==> src/rtl/mmio_responder_pkg.sv <==
// Shared definitions for the MMIO responder: register offsets inside the
// 16-byte window, bus operation decode and timer control bit positions.
package mmio_responder_pkg;

   localparam int MMIO_WINDOW_BITS = 4;

   // Timer control register bit positions
   localparam int TCTRL_RUN   = 0;
   localparam int TCTRL_CLEAR = 1;

   typedef enum logic [MMIO_WINDOW_BITS-1:0] {
      REG_LED_LO     = 4'h0,
      REG_LED_HI     = 4'h1,
      REG_SW_LO      = 4'h2,
      REG_SW_HI      = 4'h3,
      REG_BTN_STATE  = 4'h4,
      REG_BTN_EDGE   = 4'h5,
      REG_TIMER_LO   = 4'h6,
      REG_TIMER_HI   = 4'h7,
      REG_TIMER_CTRL = 4'h8,
      REG_PRESCALE   = 4'h9
   } mmio_reg_t;

   typedef enum logic [1:0] {
      OP_IDLE  = 2'd0,
      OP_READ  = 2'd1,
      OP_WRITE = 2'd2
   } reg_op_t;

   // Classify the current bus cycle; misses are always idle.
   function automatic reg_op_t decode_op(input logic strobe, input logic is_write,
                                         input logic hit);
      if (!strobe || !hit) return OP_IDLE;
      return is_write ? OP_WRITE : OP_READ;
   endfunction

endpackage

==> src/rtl/mmio_debounce.sv <==
// One button channel: 2-flop synchronizer followed by a debouncer.
// The accepted level only follows the synced level after it has differed
// for DEBOUNCE_CYCLES consecutive cycles; a down-counter reloads on any
// agreement, so a single bounce restarts the wait. rise_o is a
// combinational pulse coincident with the clock edge that sets level_o.
module mmio_debounce #(
   parameter int DEBOUNCE_CYCLES = 16
) (
   input  logic clk,
   input  logic rst_n,
   input  logic raw_i,
   output logic level_o,
   output logic rise_o
);

   localparam int CNT_W = (DEBOUNCE_CYCLES > 1) ? $clog2(DEBOUNCE_CYCLES) : 1;
   localparam logic [CNT_W-1:0] RELOAD = CNT_W'(DEBOUNCE_CYCLES - 1);

   logic             sync1_q, sync2_q;
   logic             level_q, level_d;
   logic [CNT_W-1:0] cnt_q, cnt_d;
   logic             rise_d;

   // Next debounced level and remaining-cycles counter
   always_comb begin
      level_d = level_q;
      cnt_d   = RELOAD;
      rise_d  = 1'b0;
      if (sync2_q != level_q) begin
         if (cnt_q == '0) begin
            level_d = sync2_q;
            rise_d  = sync2_q;
         end else begin
            cnt_d = cnt_q - 1'b1;
         end
      end
   end

   // Synchronizer, counter and level registers
   always_ff @(posedge clk or negedge rst_n) begin
      if (!rst_n) begin
         sync1_q <= 1'b0;
         sync2_q <= 1'b0;
         level_q <= 1'b0;
         cnt_q   <= RELOAD;
      end else begin
         sync1_q <= raw_i;
         sync2_q <= sync1_q;
         level_q <= level_d;
         cnt_q   <= cnt_d;
      end
   end

   assign level_o = level_q;
   assign rise_o  = rise_d;

endmodule

==> src/rtl/mmio_responder.sv <==
// Memory-mapped I/O responder sitting beside main memory on the CPU bus.
// Answers loads/stores in a 16-byte window at BASE_ADDR: LEDs, synced
// switches, debounced buttons with sticky press flags and, when the
// MMIO_TIMER_EN macro is defined, a prescaled 16-bit free-running timer
// with a high-byte snapshot for coherent two-byte reads.
// Without MMIO_TIMER_EN, offsets 0x6-0x9 read 0 and ignore writes.
module mmio_responder
   import mmio_responder_pkg::*;
#(
   parameter logic [15:0] BASE_ADDR       = 16'hFF00,
   parameter int          DEBOUNCE_CYCLES = 16,
   parameter int          NUM_BUTTONS     = 4
) (
   input  logic                   clk,
   input  logic                   rst_n,
   input  logic [15:0]            address,
   input  logic                   address_read_enable,
   input  logic                   enable,
   input  logic                   mode,
   input  logic [7:0]             data_in,
   output logic [7:0]             data_out,
   output logic                   data_out_en,
   input  logic [NUM_BUTTONS-1:0] buttons,
   input  logic [9:0]             switches,
   output logic [9:0]             led
);

   logic [15:0]            addr_q, addr_d;
   logic [9:0]             led_q, led_d;
   logic [9:0]             sw_s1_q, sw_s1_d, sw_s2_q, sw_s2_d;
   logic [NUM_BUTTONS-1:0] btn_edge_q, btn_edge_d;
   logic [7:0]             data_out_q, data_out_d;
   logic                   data_out_en_q, data_out_en_d;

   logic                   hit;
   mmio_reg_t              reg_sel;
   reg_op_t                op;
   logic [7:0]             rd_data;
   logic [NUM_BUTTONS-1:0] btn_pressed_raw, btn_level, btn_rise, btn_w1c;
   logic [7:0]             btn_state_ext, btn_edge_ext;

   // Decode uses the latched address, so an access refers to the address
   // captured on an earlier cycle.
   assign hit     = (addr_q[15:MMIO_WINDOW_BITS] == BASE_ADDR[15:MMIO_WINDOW_BITS]);
   assign reg_sel = mmio_reg_t'(addr_q[MMIO_WINDOW_BITS-1:0]);
   assign op      = decode_op(enable, mode, hit);

   // Buttons are active-low; the debouncers work on "pressed" levels.
   assign btn_pressed_raw = ~buttons;

   for (genvar gi = 0; gi < NUM_BUTTONS; gi++) begin : g_btn
      mmio_debounce #(
         .DEBOUNCE_CYCLES(DEBOUNCE_CYCLES)
      ) u_debounce (
         .clk     (clk),
         .rst_n   (rst_n),
         .raw_i   (btn_pressed_raw[gi]),
         .level_o (btn_level[gi]),
         .rise_o  (btn_rise[gi])
      );
   end

   assign btn_w1c = ((op == OP_WRITE) && (reg_sel == REG_BTN_EDGE))
                    ? data_in[NUM_BUTTONS-1:0] : '0;

   // Zero-extend button vectors to the 8-bit data bus
   always_comb begin
      btn_state_ext                  = '0;
      btn_edge_ext                   = '0;
      btn_state_ext[NUM_BUTTONS-1:0] = btn_level;
      btn_edge_ext[NUM_BUTTONS-1:0]  = btn_edge_q;
   end

`ifdef MMIO_TIMER_EN
   logic [15:0] timer_q, timer_d;
   logic [7:0]  pre_cnt_q, pre_cnt_d;
   logic [7:0]  prescale_q, prescale_d;
   logic [7:0]  hi_snap_q, hi_snap_d;
   logic        run_q, run_d;
   logic        ctrl_wr, timer_clear;

   assign ctrl_wr     = (op == OP_WRITE) && (reg_sel == REG_TIMER_CTRL);
   assign timer_clear = ctrl_wr && data_in[TCTRL_CLEAR];

   // Timer next state: clear beats increment; prescaler wraps at PRESCALE
   always_comb begin
      timer_d    = timer_q;
      pre_cnt_d  = pre_cnt_q;
      run_d      = ctrl_wr ? data_in[TCTRL_RUN] : run_q;
      prescale_d = ((op == OP_WRITE) && (reg_sel == REG_PRESCALE)) ? data_in : prescale_q;
      hi_snap_d  = ((op == OP_READ) && (reg_sel == REG_TIMER_LO)) ? timer_q[15:8] : hi_snap_q;
      if (timer_clear) begin
         timer_d   = '0;
         pre_cnt_d = '0;
      end else if (run_q) begin
         if (pre_cnt_q == prescale_q) begin
            pre_cnt_d = '0;
            timer_d   = timer_q + 16'd1;
         end else begin
            pre_cnt_d = pre_cnt_q + 8'd1;
         end
      end
   end

   // Timer registers
   always_ff @(posedge clk or negedge rst_n) begin
      if (!rst_n) begin
         timer_q    <= '0;
         pre_cnt_q  <= '0;
         prescale_q <= '0;
         hi_snap_q  <= '0;
         run_q      <= 1'b0;
      end else begin
         timer_q    <= timer_d;
         pre_cnt_q  <= pre_cnt_d;
         prescale_q <= prescale_d;
         hi_snap_q  <= hi_snap_d;
         run_q      <= run_d;
      end
   end
`endif

   // Read data mux over the register map
   always_comb begin
      rd_data = 8'h00;
      case (reg_sel)
         REG_LED_LO:     rd_data = led_q[7:0];
         REG_LED_HI:     rd_data = {6'b0, led_q[9:8]};
         REG_SW_LO:      rd_data = sw_s2_q[7:0];
         REG_SW_HI:      rd_data = {6'b0, sw_s2_q[9:8]};
         REG_BTN_STATE:  rd_data = btn_state_ext;
         REG_BTN_EDGE:   rd_data = btn_edge_ext;
`ifdef MMIO_TIMER_EN
         REG_TIMER_LO:   rd_data = timer_q[7:0];
         REG_TIMER_HI:   rd_data = hi_snap_q;
         REG_TIMER_CTRL: rd_data = {7'b0, run_q};
         REG_PRESCALE:   rd_data = prescale_q;
`endif
         default:        rd_data = 8'h00;
      endcase
   end

   // Next state for address latch, LEDs, switch sync, edge flags and read port.
   // A press edge arriving with a W1C on the same bit keeps the flag set.
   always_comb begin
      addr_d = address_read_enable ? address : addr_q;
      led_d  = led_q;
      if ((op == OP_WRITE) && (reg_sel == REG_LED_LO)) led_d[7:0] = data_in;
      if ((op == OP_WRITE) && (reg_sel == REG_LED_HI)) led_d[9:8] = data_in[1:0];
      sw_s1_d       = switches;
      sw_s2_d       = sw_s1_q;
      btn_edge_d    = (btn_edge_q & ~btn_w1c) | btn_rise;
      data_out_en_d = (op == OP_READ);
      data_out_d    = (op == OP_READ) ? rd_data : data_out_q;
   end

   // Core registers; reset also kills any pending read response at once
   always_ff @(posedge clk or negedge rst_n) begin
      if (!rst_n) begin
         addr_q        <= '0;
         led_q         <= '0;
         sw_s1_q       <= '0;
         sw_s2_q       <= '0;
         btn_edge_q    <= '0;
         data_out_q    <= '0;
         data_out_en_q <= 1'b0;
      end else begin
         addr_q        <= addr_d;
         led_q         <= led_d;
         sw_s1_q       <= sw_s1_d;
         sw_s2_q       <= sw_s2_d;
         btn_edge_q    <= btn_edge_d;
         data_out_q    <= data_out_d;
         data_out_en_q <= data_out_en_d;
      end
   end

   assign data_out    = data_out_q;
   assign data_out_en = data_out_en_q;
   assign led         = led_q;

endmodule

==> config.mk <==
export PLATFORM = sky130hd
export DESIGN_NAME = mmio_responder
export DESIGN_NICKNAME = d
export VERILOG_FILES = /design/src/rtl/mmio_responder_pkg.sv /design/src/rtl/mmio_debounce.sv /design/src/rtl/mmio_responder.sv
export SDC_FILE = /design/constraint.sdc
export NUM_CORES = 1
export LEC_CHECK = 0
export ABC_AREA = 1
export CELL_PAD_IN_SITES_DETAIL_PLACEMENT = 0
export CELL_PAD_IN_SITES_GLOBAL_PLACEMENT = 2
export CORE_MARGIN = 2
export CORE_UTILIZATION = 30
export CTS_CLUSTER_DIAMETER = 30
export DETAILED_ROUTE_END_ITERATION = 16
export GPL_ROUTABILITY_DRIVEN = 0
export PLACE_DENSITY_LB_ADDON = 0.1
export SLEW_MARGIN = 20
export SYNTH_ARGS = -nofsm -noshare
export SYNTH_HDL_FRONTEND = slang
export SYNTH_SLANG_ARGS = --single-unit
==> constraint.sdc <==
create_clock -name clk -period 1.6 [get_ports clk]
set_clock_uncertainty 0.15 [all_clocks]
set_input_delay 0.32 -clock clk [delete_from_list [all_inputs] [get_ports clk]]
set_output_delay 0.32 -clock clk [all_outputs]
set_load 0.02 [all_outputs]
==> flow_metrics.tcl <==
set metrics [dict create \
    area_growth_pct 37.2 \
    grt_pass1_wl_mm 13.0 \
    multi_input_area_um2 1220 \
    powerDensity_nw_per_um2 1100 \
    outcome "finished, violations left" \
    nFillCells 1138 \
    dpl_cell_area_um2 4450 \
    combPwrFrac 0.083 \
    rr_endpoint "led[5]$_DFFE_PN0P_" \
    worstPathMaxFanout 3 \
    rsz0062_at_grt "true" \
    synthXorXnorAreaFrac 0.00979 \
    htree_levels 3 \
    ff2ff_setup_slack_ns 0.11 \
    hp-class "reg -> reg" \
    synth.area.mux_share 0.0409 \
    max_freq_mhz 639 \
    path_delay_family "flip-flops" \
    p_leak_uw 0.00242 \
    finalWirelength_mm 7.67 \
    synth_cells 346 \
    nets 479 \
    synth.distinct_cells 29 \
    ir_drop_uv 555 \
    worst_slew_pin_slew_ns 0.378 \
    drv_cap 0 \
    first_pass_iters 10 \
    routedWlPerCell_um 13.2 \
    final_cell_mix "nand2_1 (85), dfrtp_1 (69), clkdlybuf4s50_1 (40)" \
    hold_depth 0 \
    period_minus_slack_ns 1.57 \
    crit_path_end_kind "output port" \
    crit_buf_inv 1 \
    ys_ff_latch 87 \
    failed_checks "DRC" \
    min_from "sw_s1_q[7]$_DFF_PN0_" \
    die_y_um 113 \
    crit_chain "clkdlybuf4s15_1" \
    p_clk_frac 0.478 \
    synthAdderAreaFrac 0.0140 \
    worstSetupPathType "reg -> out" \
    antenna_found_initial 0 \
    cp.required_ns 1.13 \
    async_flop_share 1.00 \
    avgSynthCellArea_um2 10.3 \
    mostFrequentLayoutCell "nand2_1" \
    track_usage 0.131 \
    synth_ff_type "dfrtp_1" \
    grt_pass1_vias 2581 \
    die_area_um2 12800 \
    grt_max_degree 45 \
    r2r_start "addr_q[7]$_DFFE_PN0P_" \
    drive_gt1_frac 0.229 \
    slowest_stage "dfrtp_1" \
    final-seq-area_um2 2200 \
    period_share 0.978 \
    overflow 0 \
    slew_headroom 0.747 \
    chipWidth_um 113 \
    clk_pin_slew_ns 0.06 \
    ios 62 \
    coreArea_um2 11500 \
    rr_worst_depth 6 \
    cts_tree "yes" \
    cp.arrival_ns 1.10 \
    finalSetupViolCount 0 \
    post-route-cell-area_um2 4910 \
    via_per_inst 4.36 \
    slew_viol_final 0 \
    synth_compound_area_frac 0.0434 \
    drt.antenna.violating_nets 0 \
    hold_violations 0 \
    vias 2526 \
    syn-num-nets 393 \
    diodes 0 \
    synth_top_family_by_area "simple AND/OR/NAND/NOR gates" \
    synth_warnings 0 \
    cts_max_path_buffers 2 \
    core.rowCount 39 \
    internal-power_uw 4270 \
    post-place-ws_ns -0.334 \
    synth_edf_count 0 \
    yosys.area_share.simple 0.223 \
    hold_path_end "sw_s2_q[7]$_DFF_PN0_" \
    start_util 0.311 \
    drt_iter0_drc 102 \
    cp-start-kind "flop" \
    drc_errors 7 \
    power_switching_uw 1130 \
    seqPwrFrac 0.439 \
    ys_seq_area_frac 0.614 \
    sw_frac_of_total 0.210 \
    clock-root-buffer "clkbuf_16" \
    cts.sinks 87 \
    max_stage_delay_ns 0.42 \
    netlist_area_um2 3580 \
    clk_latency_ns 0.34 \
    cts_buffers 9 \
    dp_hpwl_mm 5.50 \
    worst_slack_ns 0.0347 \
    io_buffers 61 \
]
## power by group through the flow
stage | Clock, uW | Sequential, uW | Combinational [uW]
after floorplan | 0 | 2400 | 198
after global placement | 0 | 2410 | 433
after detailed placement | 0 | 2410 | 434
final | 2580 | 2380 | 449
after CTS | 2680 | 2370 | 439
after global routing | 2770 | 2390 | 507
## stage by stage
stage / hold WS (ns) / power (uW) / TNS [ns] / util / cells
2_1_floorplan: -0.126 / 2600 / 0 / - / 346
3_3_place_gp: 0.182 / 2850 / -6.86 / 0.387 / 556
3_5_place_dp: 0.183 / 2850 / -7.05 / 0.387 / 556
4_1_cts: 0.198 / 5490 / 0 / 0.418 / 573
5_1_grt: 0.199 / 5660 / -0.00650 / 0.426 / 580
6_report: 0.198 / 5410 / 0 / 0.426 / 580
## layout make-up
type,count,share of cell area
clock buffer,11,0.0495
clock inverter,5,0.0263
inverter,43,0.0334
multi-input combinational,212,0.249
sequential,87,0.448
tap,143,0.0365
timing repair buffer,79,0.158
## logic make-up (layout without fill, tap and decap cells)
kind of cell | count (synthesis) | in the layout
flip-flops | 87 | 87
buffers and inverters | 48 | 138
multiplexers | 13 | 13
AND/OR/NAND/NOR | 165 | 166
AO/OA/AOI/OAI | 25 | 25
XOR/XNOR | 4 | 4
adder cells (fa/ha/maj) | 4 | 4
## flip-flops by register name, summed over array words and instances (netlist names)
signal                    cells
sw_s2_q                      10
g_btn.u_debounce.sync1_q      4
g_btn.u_debounce.level_o      4
led                          10
data_out                      8
data_out_en                   1
g_btn.u_debounce.cnt_q       16
addr_q                       16
sw_s1_q                      10
g_btn.u_debounce.sync2_q      4
btn_edge_q                    4
## worst max path at each step
stage                                 startpoint                      end  slack, ns  cells after the start
final                         led[3]$_DFFE_PN0P_                   led[3]       0.03                      1
after global routing      addr_q[14]$_DFFE_PN0P_       led[9]$_DFFE_PN0P_     -0.006                      8
after CTS                  addr_q[5]$_DFFE_PN0P_  data_out[0]$_DFFE_PN0P_      0.009                      6
after detailed placement                  enable       led[5]$_DFFE_PN0P_      -0.33                      8
after global placement                    enable  data_out[2]$_DFFE_PN0P_      -0.33                      8
after floorplan            addr_q[0]$_DFFE_PN0P_       led[6]$_DFFE_PN0P_       0.17                      7
## Yosys cell counts, types with 7 or more instances
cell type	number	area [um^2]
dfrtp_1	71	1780
nand4_1	7	43.8
inv_1	39	146
dfstp_2	16	420
mux2_2	13	146
nor2_1	16	60.1
nand3_1	36	180
o21ai_2	8	70.1
nand2_1	87	327
o21ai_0	11	55.1
## per-layer routing
metal	GRT usage	part of all wire	wire length [um]	up-vias
li1	-	-	-	1274
met5	0	0	0	-
met2	0.198	0.46	3550	44
met4	0.0561	0.019	149	0
met3	0.0450	0.047	361	12
met1	0.173	0.47	3600	1196
## timing repair
item	in CTS	in global routing
buffers inserted	0	6
endpoints found under the hold margin	71	0
gates resized for setup	21	14
pin swaps	0	9
gates cloned	0	1
setup endpoints to repair	19	20
hold buffers	1	0
Note: power is estimated with default switching activity, not from simulation.
